==> src/rtl/sync_fifo_param.sv <==
// sync_fifo_param: parametrised single-clock show-ahead FIFO.
//
// Occupancy count, programmable almost-full/almost-empty flags, synchronous
// flush, and sticky overflow/underflow error flags. dataout always presents
// the head entry (mem[rp]) combinationally from the storage array.
//
// Ports:
//   clk           clock, all state updates on the rising edge
//   rst           asynchronous reset, active-low
//   clr           synchronous flush, active-high, wins over rd/wr
//   wr, datain    write request and write data
//   rd            read request, pops the head entry
//   dataout       head entry (undefined while empty)
//   full, empty   count == DEPTH / count == 0
//   almost_full   count >= AF_LEVEL
//   almost_empty  count <= AE_LEVEL
//   count         occupancy, 0..DEPTH
//   overflow      sticky: a write was dropped
//   underflow     sticky: a read hit an empty FIFO
module sync_fifo_param #(
  parameter int unsigned DATA_W   = 8,
  parameter int unsigned DEPTH    = 16,
  parameter int unsigned AF_LEVEL = 14,
  parameter int unsigned AE_LEVEL = 2
) (
  input  logic                       clk,
  input  logic                       rst,
  input  logic                       clr,
  input  logic                       wr,
  input  logic [DATA_W-1:0]          datain,
  input  logic                       rd,
  output logic [DATA_W-1:0]          dataout,
  output logic                       full,
  output logic                       empty,
  output logic                       almost_full,
  output logic                       almost_empty,
  output logic [$clog2(DEPTH):0]     count,
  output logic                       overflow,
  output logic                       underflow
);

  localparam int unsigned AW = $clog2(DEPTH);
  localparam int unsigned CW = AW + 1;

  localparam logic [CW-1:0] FullCount = CW'(DEPTH);
  localparam logic [CW-1:0] AfCount   = CW'(AF_LEVEL);
  localparam logic [CW-1:0] AeCount   = CW'(AE_LEVEL);

  logic [DATA_W-1:0] mem_q [DEPTH];

  logic [AW-1:0] wp_q, wp_d;
  logic [AW-1:0] rp_q, rp_d;
  logic [CW-1:0] count_q, count_d;
  logic          overflow_q, overflow_d;
  logic          underflow_q, underflow_d;

  logic wa;
  logic ra;

  // Flags decode only the registered count, never rd/wr directly.
  assign full         = (count_q == FullCount);
  assign empty        = (count_q == '0);
  assign almost_full  = (count_q >= AfCount);
  assign almost_empty = (count_q <= AeCount);
  assign count        = count_q;
  assign overflow     = overflow_q;
  assign underflow    = underflow_q;
  assign dataout      = mem_q[rp_q];

  // A simultaneous read frees a slot, so a full FIFO still takes the write.
  assign wa = wr & (~full | rd);
  assign ra = rd & ~empty;

  always_comb begin
    wp_d        = wp_q;
    rp_d        = rp_q;
    count_d     = count_q;
    overflow_d  = overflow_q;
    underflow_d = underflow_q;

    if (clr) begin
      wp_d        = '0;
      rp_d        = '0;
      count_d     = '0;
      overflow_d  = 1'b0;
      underflow_d = 1'b0;
    end else begin
      // DEPTH is a power of two, so pointer increments wrap naturally.
      if (wa) wp_d = wp_q + 1'b1;
      if (ra) rp_d = rp_q + 1'b1;

      unique case ({wa, ra})
        2'b10:   count_d = count_q + 1'b1;
        2'b01:   count_d = count_q - 1'b1;
        default: count_d = count_q;
      endcase

      if (wr && full && !rd) overflow_d  = 1'b1;
      if (rd && empty)       underflow_d = 1'b1;
    end
  end

  always_ff @(posedge clk or negedge rst) begin
    if (!rst) begin
      wp_q        <= '0;
      rp_q        <= '0;
      count_q     <= '0;
      overflow_q  <= 1'b0;
      underflow_q <= 1'b0;
    end else begin
      wp_q        <= wp_d;
      rp_q        <= rp_d;
      count_q     <= count_d;
      overflow_q  <= overflow_d;
      underflow_q <= underflow_d;
    end
  end

  // Storage is deliberately not reset; flush and reset block the store.
  always_ff @(posedge clk) begin
    if (wa && !clr && rst) begin
      mem_q[wp_q] <= datain;
    end
  end

endmodule
==> config.mk <==
export PLATFORM = sky130hd
export DESIGN_NAME = sync_fifo_param
export DESIGN_NICKNAME = d
export VERILOG_FILES = /design/src/rtl/sync_fifo_param.sv
export SDC_FILE = /design/constraint.sdc
export NUM_CORES = 1
export LEC_CHECK = 0
export CORE_MARGIN = 4
export CORE_UTILIZATION = 30
export CTS_BUF_LIST = sky130_fd_sc_hd__clkbuf_4 sky130_fd_sc_hd__clkbuf_8
export DETAILED_ROUTE_END_ITERATION = 8
export GPL_TIMING_DRIVEN = 0
export SLEW_MARGIN = 30
export SYNTH_ARGS = -nofsm -noshare
export SYNTH_HDL_FRONTEND = slang
export SYNTH_SLANG_ARGS = --single-unit
export TNS_END_PERCENT = 20
==> constraint.sdc <==
create_clock -name clk -period 2.7 [get_ports clk]
set_clock_uncertainty 0.1 [all_clocks]
set_input_delay 0.54 -clock clk [delete_from_list [all_inputs] [get_ports clk]]
set_output_delay 0.54 -clock clk [all_outputs]
set_load 0.05 [all_outputs]
==> metrics.md <==
| Metric | Value |
|---|---|
| Initial DRC count | 159 |
| Worst-margin pin slew | a little over 0.7 ns |
| Synth Flop Type | edfxtp_1 |
| Max-slew violations | 0 |
| Worst skew pair latency | around 0.44 ns |
| #FFs+latches synth | 143 |
| CP Depth | 5 |
| Initial Util | 0.306 |
| Antenna-violating nets left | 0 |
| Slew headroom | 0.516 |
| Gr ovfl total | 0 |
| Post-synthesis sequential area ratio | 0.709 |
| Area Overhead vs Synth | 21.3% |
| Synth Instances | 320 |
| Metal-1 WL | 5200 um |
| Total wire length | roughly 12000 um |
| Maximum vdd drop | 0.671 mV |
| Worst setup margin | -0.327 ns |
| Final nets | 389 |
| Worst Hold Class | reg2reg |
| Gr usage total | 0.118 |
| Met3 routed WL | around 540 um |
| Worst R2R Start | count[4]$_DFFE_PN0P_ |
| First-pass iteration count of the detailed router | 4 |
| Place WS | -1.05 ns |
| Dpl cells | 613 |
| Fin Setup TNS | -2.31 ns |
| DIE WIDTH | 149 um |
| Final setup violation count | 8 |
| CP Buf/Inv Count | 3 |
| First-pass GRT wire length | 19200 um |
| I/O pins | 32 |
| Leak Pwr | 0.00227 uW |
| Htree depth | 4 |
| Ys async rst share | 0.105 |
| Reg2reg setup slack | about 0.070 ns |
| Clock tree sinks | 143 |
| Post-route insts no fill | 647 |
| HPWL Detailed | 8220 um |
| End point of the critical path | dataout[3] |
| Fmax | 330 MHz |
| I/O Buffers | 28 |
| Netlist cell types | 46 |
| RSZ-0062 raised after global routing | yes |
| Pwr Density | between 800 and 900 mW/mm^2 |
| Core ar. | approximately 0.02 mm^2 |
| Failing checks | setup timing |
| Crit-path leading delay family | multiplexers |
| Max incr delay on CP | 0.55 ns |
| Highest Signal Layer | met5 |
| CTS clk-pin slew, worst paths | roughly 0.080 ns |
| Run status | finished, violations left |
| Crit Reg-Reg Endpoint | mem_q[0][4]$_DFFE_PP_ |
| Most used cell along the critical path | mux4_2 |
| Crit path capture type | primary output |
| Die Ht | 149 um |
| Antenna violations before repair | 2 |
| Number of buffers created by CTS | 17 |
| Wire length on met2 | 6430 um |
| Fill cell count | 1791 |
| Vias in the first global route | 3254 |
| Tot Pwr | 6320 uW |
| Synthesized cell area | 0.00595 mm^2 |
| # DRC | 0 |
| Post-DR wirelength/cell | 19.1 um |
| Worst setup SP type | flop |
| Clock buffer depth | 2 |
| Final Instance Area | 0.00721 mm^2 |
| Maxcap violations | 0 |
| Share of layout cells above drive strength 1 | 0.325 |
| Mean post-synth cell area | around 19 um^2 |
| Maximum number of pins on one net before global-route repair | 17 |
| Syn_nets | 340 |
| Post-DP Area | 0.00659 mm^2 |
| Final Hold Fails | 0 |
| Worst Setup SP | rp_q[0]$_DFFE_PN0P_ |
| CTS tree | done |
| Fin crit period | 3.03 ns |
| Diode count | 0 |
| Arrival time at the worst endpoint | 2.39 ns |
| Row cnt | just over 50 |
| Final period util | 1.12 |
| Worst-path cell chain | buf_8 -> buf_12 -> mux4_2 -> mux4_2 -> buf_6 |
| EDFF count, synth | 128 |
| Die area | 0.0221 mm^2 |
| Critical path type | reg2out |
| Depth of the most critical reg-to-reg path | 5 |
| CTS root buf | clkbuf_8 |
| Avg Vias per Cell | 4.76 |
| DR vias | 3081 |
| Required @ worst endpoint | 2.06 ns |
| Max FO, Critical Path | 9 |
| Critical-path top delay cell | mux4_2 |
| GP Congestion | 0.782 |
| Yosys warning count | 0 |
layout by cell type, fill, tap and decap left out, types with 3 or more instances in the layout:
cell,netlist,routed
nor3_4,0,4
dfrtp_1,15,13
nor2_4,0,6
nor2_2,0,8
clkbuf_1,13,7
clkbuf_2,0,5
clkbuf_4,0,3
edfxtp_1,128,128
inv_1,4,4
nor2b_1,3,3
nand2b_1,6,6
o21a_1,5,5
clkdlybuf4s50_1,0,15
clkinv_4,0,4
clkbuf_8,0,17
buf_12,0,3
bufinv_16,0,3
nand2_1,11,11
a21oi_1,4,4
buf_6,2,12
nor2_1,24,10
o21ai_0,3,3
mux4_2,40,40
nor3_1,10,6
nand3_1,4,4
clkinv_1,0,3
xor2_1,3,3
mux2i_1,4,4
ha_1,7,6
worst reg2reg max path: stages (launching register included):
cell and delay, ns:
dfrtp_1 0.48, clkbuf_2 0.26, nor2b_1 0.21, a211oi_2 0.38, nand2_1 0.34, nor3_4 0.50
how the worst min path moves through the flow:
stage | from | to | slack, ns | cells past startpoint
final | underflow$_DFFE_PN0P_ | underflow$_DFFE_PN0P_ | 0.40 | 2
after global routing | underflow$_DFFE_PN0P_ | underflow$_DFFE_PN0P_ | 0.43 | 2
after CTS | rst | count[2]$_DFFE_PN0P_ | 0.17 | 1
after detailed placement | underflow$_DFFE_PN0P_ | underflow$_DFFE_PN0P_ | 0.39 | 2
after global placement | underflow$_DFFE_PN0P_ | underflow$_DFFE_PN0P_ | 0.39 | 2
after floorplan | rst | count[0]$_DFFE_PN0P_ | 0.14 | 0
cell usage after synthesis, types with 2 or more instances:
library cell  number  area [um^2]
nor3_1            10         50.1
ha_1               7         87.6
o21ai_0            3         15.0
xor2_1             3         26.3
edfxtp_1         128         3840
mux2i_1            4         40.0
buf_1              2         7.51
nor2_1            24         90.1
a31oi_1            2         12.5
clkbuf_1          13         48.8
nor2b_1            3         18.8
buf_2              3         15.0
a21oi_1            4         20.0
o21a_1             5         37.5
nand3_1            4         20.0
o211ai_1           2         15.0
inv_1              4         15.0
nor4_1             2         12.5
nand2_1           11         41.3
buf_6              2         22.5
nand2b_1           6         37.5
mux4_2            40          901
dfrtp_1           15          375
through the flow:
stage,util,hold slack (ns)
after floorplan,-,0.144
final,0.371,0.403
after detailed placement,0.339,0.393
after global routing,0.371,0.432
after global placement,0.338,0.390
after CTS,0.367,0.173
logic make-up after synthesis:
family,after synthesis,share of synthesized area
buffers and inverters,25,0.0189
AOI/OAI and AO/OA,25,0.0305
adders and majority gates,7,0.0147
xor gates and xnor gates,4,0.00589
muxes,45,0.160
DFF,143,0.709
and+or+nand+nor,71,0.0604
registers in the layout, indices dropped and copies added, names as in the netlist:
register	count
wp_q	4
mem_q	128
underflow	1
overflow	1
rp_q	4
count	5
layout make-up:
class	instances	area [um^2]	share of cell area
buffer	18	154	0.0213
clock buffer	18	241	0.0335
clock inverter	14	166	0.0231
inverter	5	18.8	0.00260
multi-input combinational	152	1750	0.242
sequential	143	4220	0.585
tap	265	332	0.0460
timing repair buffer	32	332	0.0460
power by group:
| part | switching (uW) | internal (uW) | leakage, uW | total (uW) |
|---|---|---|---|---|
| Clock | 797 | 922 | 0.000204 | 1720 |
| Sequential | 100 | 2480 | 0.00135 | 2580 |
| Combinational | 1150 | 876 | 0.000718 | 2020 |
metal layers:
layer | GRT usage | vias to the layer above
met4 | 0.0426 | 4
met1 | 0.146 | 1600
met2 | 0.195 | 66
met3 | 0.0371 | 17
li1 | - | 1394
met5 | 0 | -
what timing repair did:
item / 4_1_cts / 5_1_grt
resized for setup: 107 / 21
endpoints found under the setup margin: 140 / 119
setup buffers: 2 / 0
cloned: 0 / 1
endpoints found under the hold margin: 0 / 15
hold buffers: 0 / 1
Power figures use the tool's default switching activity.
